File: config.mk
export PLATFORM = sky130hd
export DESIGN_NAME = ecc_error_handler
export DESIGN_NICKNAME = d
export VERILOG_FILES = /design/src/rtl/ecc_error_handler.sv
export SDC_FILE = /design/constraint.sdc
export NUM_CORES = 1
export LEC_CHECK = 0
export BUFFER_PORTS_ARGS = -buffer_cell sky130_fd_sc_hd__buf_2
export CAP_MARGIN = 10
export CORE_MARGIN = 2
export CORE_UTILIZATION = 40
export CTS_CLUSTER_DIAMETER = 80
export DETAILED_ROUTE_END_ITERATION = 10
export MAX_ROUTING_LAYER = met4
export PLACE_DENSITY = 0.71
export SETUP_SLACK_MARGIN = 0.1
export SLEW_MARGIN = 20
export SYNTH_ARGS = -nofsm -noshare
export SYNTH_HDL_FRONTEND = slang
export SYNTH_SLANG_ARGS = --single-unit
File: constraint.sdc
create_clock -name clk -period 10.9 [get_ports clk]
set_clock_uncertainty 0.15 [all_clocks]
set_input_delay 1.635 -clock clk [delete_from_list [all_inputs] [get_ports clk]]
set_output_delay 1.635 -clock clk [all_outputs]
set_load 0.05 [all_outputs]
File: src/rtl/ecc_error_handler.sv
// ecc_error_handler
// -----------------
// This block sits after the ECC checker in the DDR3 read-return path. Each
// valid read beat is classified from its syndrome:
//   - clean: syndrome == 0
//   - CE (correctable): syndrome[7] == 1, single bit already corrected
//   - UE (uncorrectable): any other non-zero syndrome
//
// What the block does:
//   - Forwards the corrected data one cycle later, with a UE flag.
//   - Keeps saturating CE/UE counters and a sticky log of the first UE address.
//   - Raises a sticky interrupt.
//   - Queues CE beats as scrub write-back requests.
//
// Ports:
//   clk, rst_n                       clock, asynchronous active-low reset
//   rd_valid, rd_addr, syndrome,
//   corrected_data                   read beat from the checker stage
//   data_out, data_valid, data_err   registered forward path (no backpressure)
//   scrub_valid/ready/addr/data      scrub request stream to the scheduler
//   ce_threshold                     CE count that raises irq (0 = disabled)
//   clear                            one-cycle pulse: clears counters, log, irq
//   ce_count, ue_count               saturating error counters
//   ue_addr, ue_logged               sticky first-UE log
//   scrub_drop                       sticky: a CE was dropped because the queue was full
//   irq                              sticky interrupt
//
// Scrub handshake:
//   - scrub_valid is high whenever the queue is non-empty.
//   - While scrub_valid is high, scrub_addr/scrub_data show the head entry.
//     They stay stable until the entry is taken.
//   - An entry transfers, and is popped, on every rising edge where
//     scrub_valid and scrub_ready are both high.
//   - scrub_valid never depends combinationally on scrub_ready.
module ecc_error_handler #(
  parameter int ADDR_W      = 28,
  parameter int SCRUB_DEPTH = 4,
  parameter int CNT_W       = 16
) (
  input  logic              clk,
  input  logic              rst_n,
  input  logic              rd_valid,
  input  logic [ADDR_W-1:0] rd_addr,
  input  logic [7:0]        syndrome,
  input  logic [63:0]       corrected_data,
  output logic [63:0]       data_out,
  output logic              data_valid,
  output logic              data_err,
  output logic              scrub_valid,
  input  logic              scrub_ready,
  output logic [ADDR_W-1:0] scrub_addr,
  output logic [63:0]       scrub_data,
  input  logic [CNT_W-1:0]  ce_threshold,
  input  logic              clear,
  output logic [CNT_W-1:0]  ce_count,
  output logic [CNT_W-1:0]  ue_count,
  output logic [ADDR_W-1:0] ue_addr,
  output logic              ue_logged,
  output logic              scrub_drop,
  output logic              irq
);

  localparam int PTR_W   = $clog2(SCRUB_DEPTH);
  localparam int ENTRY_W = ADDR_W + 64;

  // ---------------------------------------------------------------------------
  // Beat classification
  // ---------------------------------------------------------------------------
  logic beat_ce;
  logic beat_ue;

  assign beat_ce = rd_valid & syndrome[7];
  assign beat_ue = rd_valid & (syndrome != 8'h00) & ~syndrome[7];

  // ---------------------------------------------------------------------------
  // Forward path: one register stage. data_out holds between valid beats.
  // ---------------------------------------------------------------------------
  logic [63:0] data_out_q;
  logic        data_valid_q;
  logic        data_err_q;

  always_ff @(posedge clk or negedge rst_n) begin
    if (!rst_n) begin
      data_out_q   <= '0;
      data_valid_q <= 1'b0;
      data_err_q   <= 1'b0;
    end else begin
      data_valid_q <= rd_valid;
      data_err_q   <= beat_ue;
      if (rd_valid) begin
        data_out_q <= corrected_data;
      end
    end
  end

  assign data_out   = data_out_q;
  assign data_valid = data_valid_q;
  assign data_err   = data_err_q;

  // ---------------------------------------------------------------------------
  // Scrub queue
  // ---------------------------------------------------------------------------
  // The pointers carry one extra wrap bit, so that full and empty can be told
  // apart when the index bits are equal.
  logic [ENTRY_W-1:0] mem_q [SCRUB_DEPTH];
  logic [PTR_W:0]     wr_ptr_q, wr_ptr_d;
  logic [PTR_W:0]     rd_ptr_q, rd_ptr_d;
  logic               fifo_empty;
  logic               fifo_full;
  logic               fifo_push;
  logic               fifo_pop;
  logic               drop_evt;
  logic [ENTRY_W-1:0] head;

  assign fifo_empty = (wr_ptr_q == rd_ptr_q);
  assign fifo_full  = (wr_ptr_q[PTR_W] != rd_ptr_q[PTR_W]) &&
                      (wr_ptr_q[PTR_W-1:0] == rd_ptr_q[PTR_W-1:0]);
  assign fifo_pop   = ~fifo_empty & scrub_ready;
  // A pop in the same cycle frees a slot, so a push into a full queue still
  // lands in that case.
  assign fifo_push  = beat_ce & (~fifo_full | fifo_pop);
  assign drop_evt   = beat_ce & fifo_full & ~fifo_pop;

  always_comb begin
    wr_ptr_d = wr_ptr_q;
    rd_ptr_d = rd_ptr_q;
    if (fifo_push) begin
      wr_ptr_d = wr_ptr_q + {{PTR_W{1'b0}}, 1'b1};
    end
    if (fifo_pop) begin
      rd_ptr_d = rd_ptr_q + {{PTR_W{1'b0}}, 1'b1};
    end
  end

  always_ff @(posedge clk or negedge rst_n) begin
    if (!rst_n) begin
      wr_ptr_q <= '0;
      rd_ptr_q <= '0;
    end else begin
      wr_ptr_q <= wr_ptr_d;
      rd_ptr_q <= rd_ptr_d;
    end
  end

  // The storage has no reset. The outputs below are gated to zero while the
  // queue is empty, so stale or uninitialised entries never reach the outputs.
  always_ff @(posedge clk) begin
    if (fifo_push) begin
      mem_q[wr_ptr_q[PTR_W-1:0]] <= {rd_addr, corrected_data};
    end
  end

  assign head        = mem_q[rd_ptr_q[PTR_W-1:0]];
  assign scrub_valid = ~fifo_empty;
  assign scrub_addr  = fifo_empty ? '0 : head[ENTRY_W-1:64];
  assign scrub_data  = fifo_empty ? '0 : head[63:0];

  // ---------------------------------------------------------------------------
  // Counters, UE log, drop flag and interrupt
  // ---------------------------------------------------------------------------
  logic [CNT_W-1:0]  ce_count_q, ce_count_d;
  logic [CNT_W-1:0]  ue_count_q, ue_count_d;
  logic [ADDR_W-1:0] ue_addr_q, ue_addr_d;
  logic              ue_logged_q, ue_logged_d;
  logic              scrub_drop_q, scrub_drop_d;
  logic              irq_q, irq_d;

  always_comb begin
    ce_count_d   = ce_count_q;
    ue_count_d   = ue_count_q;
    ue_addr_d    = ue_addr_q;
    ue_logged_d  = ue_logged_q;
    scrub_drop_d = scrub_drop_q;
    irq_d        = irq_q;
    if (clear) begin
      // clear has priority: an error beat in the same cycle is not recorded.
      ce_count_d   = '0;
      ue_count_d   = '0;
      ue_addr_d    = '0;
      ue_logged_d  = 1'b0;
      scrub_drop_d = 1'b0;
      irq_d        = 1'b0;
    end else begin
      if (beat_ce && (ce_count_q != '1)) begin
        ce_count_d = ce_count_q + 1'b1;
      end
      if (beat_ue && (ue_count_q != '1)) begin
        ue_count_d = ue_count_q + 1'b1;
      end
      if (beat_ue && !ue_logged_q) begin
        ue_addr_d   = rd_addr;
        ue_logged_d = 1'b1;
        irq_d       = 1'b1;
      end
      // The CE interrupt fires only when the count crosses the threshold.
      // Being above a threshold that was lowered later does not fire it.
      if ((ce_threshold != '0) && (ce_count_q < ce_threshold) &&
          (ce_count_d >= ce_threshold)) begin
        irq_d = 1'b1;
      end
      if (drop_evt) begin
        scrub_drop_d = 1'b1;
      end
    end
  end

  always_ff @(posedge clk or negedge rst_n) begin
    if (!rst_n) begin
      ce_count_q   <= '0;
      ue_count_q   <= '0;
      ue_addr_q    <= '0;
      ue_logged_q  <= 1'b0;
      scrub_drop_q <= 1'b0;
      irq_q        <= 1'b0;
    end else begin
      ce_count_q   <= ce_count_d;
      ue_count_q   <= ue_count_d;
      ue_addr_q    <= ue_addr_d;
      ue_logged_q  <= ue_logged_d;
      scrub_drop_q <= scrub_drop_d;
      irq_q        <= irq_d;
    end
  end

  assign ce_count   = ce_count_q;
  assign ue_count   = ue_count_q;
  assign ue_addr    = ue_addr_q;
  assign ue_logged  = ue_logged_q;
  assign scrub_drop = scrub_drop_q;
  assign irq        = irq_q;

endmodule

==> metrics.md <==
| Metric | Value |
|---|---|
| #FFs+latches synth | `503` |
| Period minus WS final | `5.73 ns` |
| Hold depth | `1` |
| Ranking of synthesized cells by area | `edfxtp_1, dfrtp_1, mux4_2, mux2_2, nor2b_1` |
| Critical Path Start Type | `flop` |
| Core area | `50200 sq um` |
| Buffer levels on the longest clock path | `3` |
| R2r worst-path depth | `5` |
| Worst Path Arrival | `3.95 ns` |
| Initial core utilization | `40.5%` |
| Port bufs | `342` |
| CTS tree | `built` |
| Mapped Area | `20300 sq um` |
| Post-synth top area cell | `edfxtp_1` |
| Origin of the critical flop-to-flop path | `rd_ptr_q[0]` |
| Layout cells sized above 1 | `40.4%` |
| Mapped Nets | `1272` |
| Fill cells | `4156` |
| Iter 0 DRT Violations | `569` |
| Reg2Reg Setup Slack | `6.99 ns` |
| Register area share after synthesis | `71.0%` |
| Synth Instances | `1113` |
| Hpwl dp | `28600 um` |
| Crit Reg-Reg Endpoint | `mem_q[2][38]` |
| Power per standard cell area | `282 nW/um^2` |
| Wire length of the first global-routing pass | `69100 um` |
| Die height | `229 um` |
| Ys flop type | `edfxtp_1` |
| Final setup violation count | `0` |
| Mean Syn Cell Area | `18.3 sq um` |
| CP required | `9.12 ns` |
| Routed Antenna Nets | `0` |
| Area added between synthesis and finish | `21.1%` |
| Setup TNS Final | `0 ns` |
| Total Wirelength | `45100 um` |
| Row Count | `82` |
| DR vias | `11300` |
| Status | `finished clean` |
| Nets@finish | `1627` |
| Synth async-reset ratio | `26.8%` |
| Die W | `229 um` |
| Worst Setup Path Type | `reg2out` |
| Worst Setup End Kind | `primary output` |
| Tot Pwr | `6.94 mW` |
| # H-tree levels | `2` |
| RSZ-0062 raised after global routing | `no` |
| Slew at the pin closest to its max-slew limit | `1.11 ns` |
| I/O pin cnt | `343` |
| Root Driver | `clkbuf_16` |
| Num CTS Buffers | `52` |
| Initial antenna violation count | `1` |
| Final-report max-slew violation count | `0` |
| Top-count cell post-synth | `edfxtp_1` |
| Placed insts | `2086` |
| Hold path endpoint | `wr_ptr_q[2]` |
| Wire per inst | `20.7 um` |
| Final WS setup | `5.17 ns` |
| Final instance area | `24600 sq um` |
| Vias in the first global route | `11800` |
| Tot GR Track Use | `17.6%` |
| Final routed DRC violation total | `0` |
| YS warnings | `0` |
| Post-CTS sizing | `0` |
| Vias/cell | `5.15` |
| Clock edge transition at the registers on the reported setup and hold paths | `0.06 ns` |
| Die area | `52600 sq um` |
| Cts hold-fix bufs | `0` |
| Clock Latency Late Sink | `0.57 ns` |
| Largest net degree at the start of global routing | `79` |
| Setup Buffers After CTS | `0` |
| Clock sinks | `503` |
| Min-delay worst type | `reg2reg` |
| Post-synth EDFFs | `368` |
| Period utilization | `52.6%` |
| Placer Congestion | `0.862` |
| Worst Hold Launch | `wr_ptr_q[2]` |
| Fmax | `0.174 GHz` |
| Max Cap Violations | `0` |
| Share of the synthesized area in the top cell type | `54.4%` |
| Leakage | `9.67 nW` |
| Final Hold Viols | `0` |
| Non-Filler Instances | `2184` |
| Worst slew margin | `26.2%` |
| Max FO, Critical Path | `62` |
| Synth unique cells | `54` |
| VDD IR-drop max | `0.000179 V` |
| Pre-Repair DR Iteration Count | `5` |
| Global route overflow | `0` |
| Synth top cells by count | `edfxtp_1, dfrtp_1, nor2b_1` |
| Post-place instance area | `22800 sq um` |
| Pre-CTS setup slack | `5.63 ns` |
==> power breakdown <==
part	total [mW]	internal (mW)	switching, mW
combinational	2.70	0.764	1.94
clock	1.83	1.10	0.735
sequential	2.40	2.27	0.136
==> routing by layer <==
| metal | GRT usage [%] | vias to the layer above | routed length, um |
|---|---|---|---|
| met5 | - | - | 0 |
| met4 | 3.73 | 0 | 673 |
| met3 | 4.41 | 64 | 3210 |
| met2 | 28.8 | 370 | 21800 |
| met1 | 22.4 | 5766 | 19400 |
| li1 | - | 5055 | - |
==> final cells by class <==
type                            count  area [sq um]  area share, %
Tap cell                          672           841           3.42
Clock buffer                       67          1430           5.80
Timing Repair Buffer              353          1810           7.34
Sequential cell                   503         14400           58.6
Antenna cell                        1          2.50         0.0102
Inverter                           23          86.3          0.351
Clock inverter                     30           380           1.55
Multi-Input combinational cell    535          5630           22.9
==> state kept, by name (all words and copies together), names as in the netlist <==
name	count
data_err	1
ue_addr	28
data_out	64
ce_count	16
rd_ptr_q	3
scrub_drop	1
irq	1
wr_ptr_q	3
ue_count	16
data_valid	1
mem_q	368
ue_logged	1
==> cells by family (layout without fill, tap and decap cells) <==
| group | after synthesis | in the layout | synth area share (%) |
|---|---|---|---|
| adder cells (fa/ha/maj) | 38 | 38 | 2.34 |
| XOR/XNOR | 35 | 35 | 1.51 |
| multiplexers | 160 | 160 | 14.0 |
| flip-flops | 503 | 503 | 71.0 |
| AND/OR/NAND/NOR | 215 | 215 | 6.36 |
| other | 0 | 1 | 0 |
| buffers and inverters | 75 | 473 | 1.48 |
| AO/OA/AOI/OAI | 87 | 87 | 3.39 |
==> worst max path at each step <==
stage | endpoint | slack (ns) | from | depth (start not counted)
final | scrub_data[47] | 5.17 | rd_ptr_q[0] | 6
after global routing | scrub_data[47] | 4.75 | rd_ptr_q[0] | 6
after CTS | scrub_data[47] | 4.97 | rd_ptr_q[0] | 6
after detailed placement | scrub_data[47] | 5.63 | rd_ptr_q[0] | 6
after global placement | scrub_data[47] | 5.79 | rd_ptr_q[0] | 6
after floorplan | mem_q[3][0] | 6.12 | syndrome[7] | 3
==> cell usage in the layout, fill, tap and decap left out, drive strengths merged, types with 13 or more instances in the layout <==
cell    count
mux2       67
ha         38
dfrtp     135
nor2b      93
clkbuf     67
nor2       23
inv        26
xor2       24
edfxtp    368
buf       353
mux4       92
clkinv     15
and2       22
nand2      17
a22o       28
a21oi      13
==> worst max-delay path, stage by stage (launching register included) <==
cell	delay, ns
dfrtp_4	1.06
xor2_1	0.21
nor3b_2	0.63
buf_4	0.45
buf_4	0.57
nor2b_1	0.13
buf_2	0.24
==> metrics by stage <==
step,util [%],hold slack (ns)
final,49.1,0.343
after global placement,45.4,0.326
after global routing,49.1,0.349
after floorplan,-,0.312
after CTS,49.0,0.342
after detailed placement,45.4,0.328
Note: power is estimated with default switching activity, not from simulation.
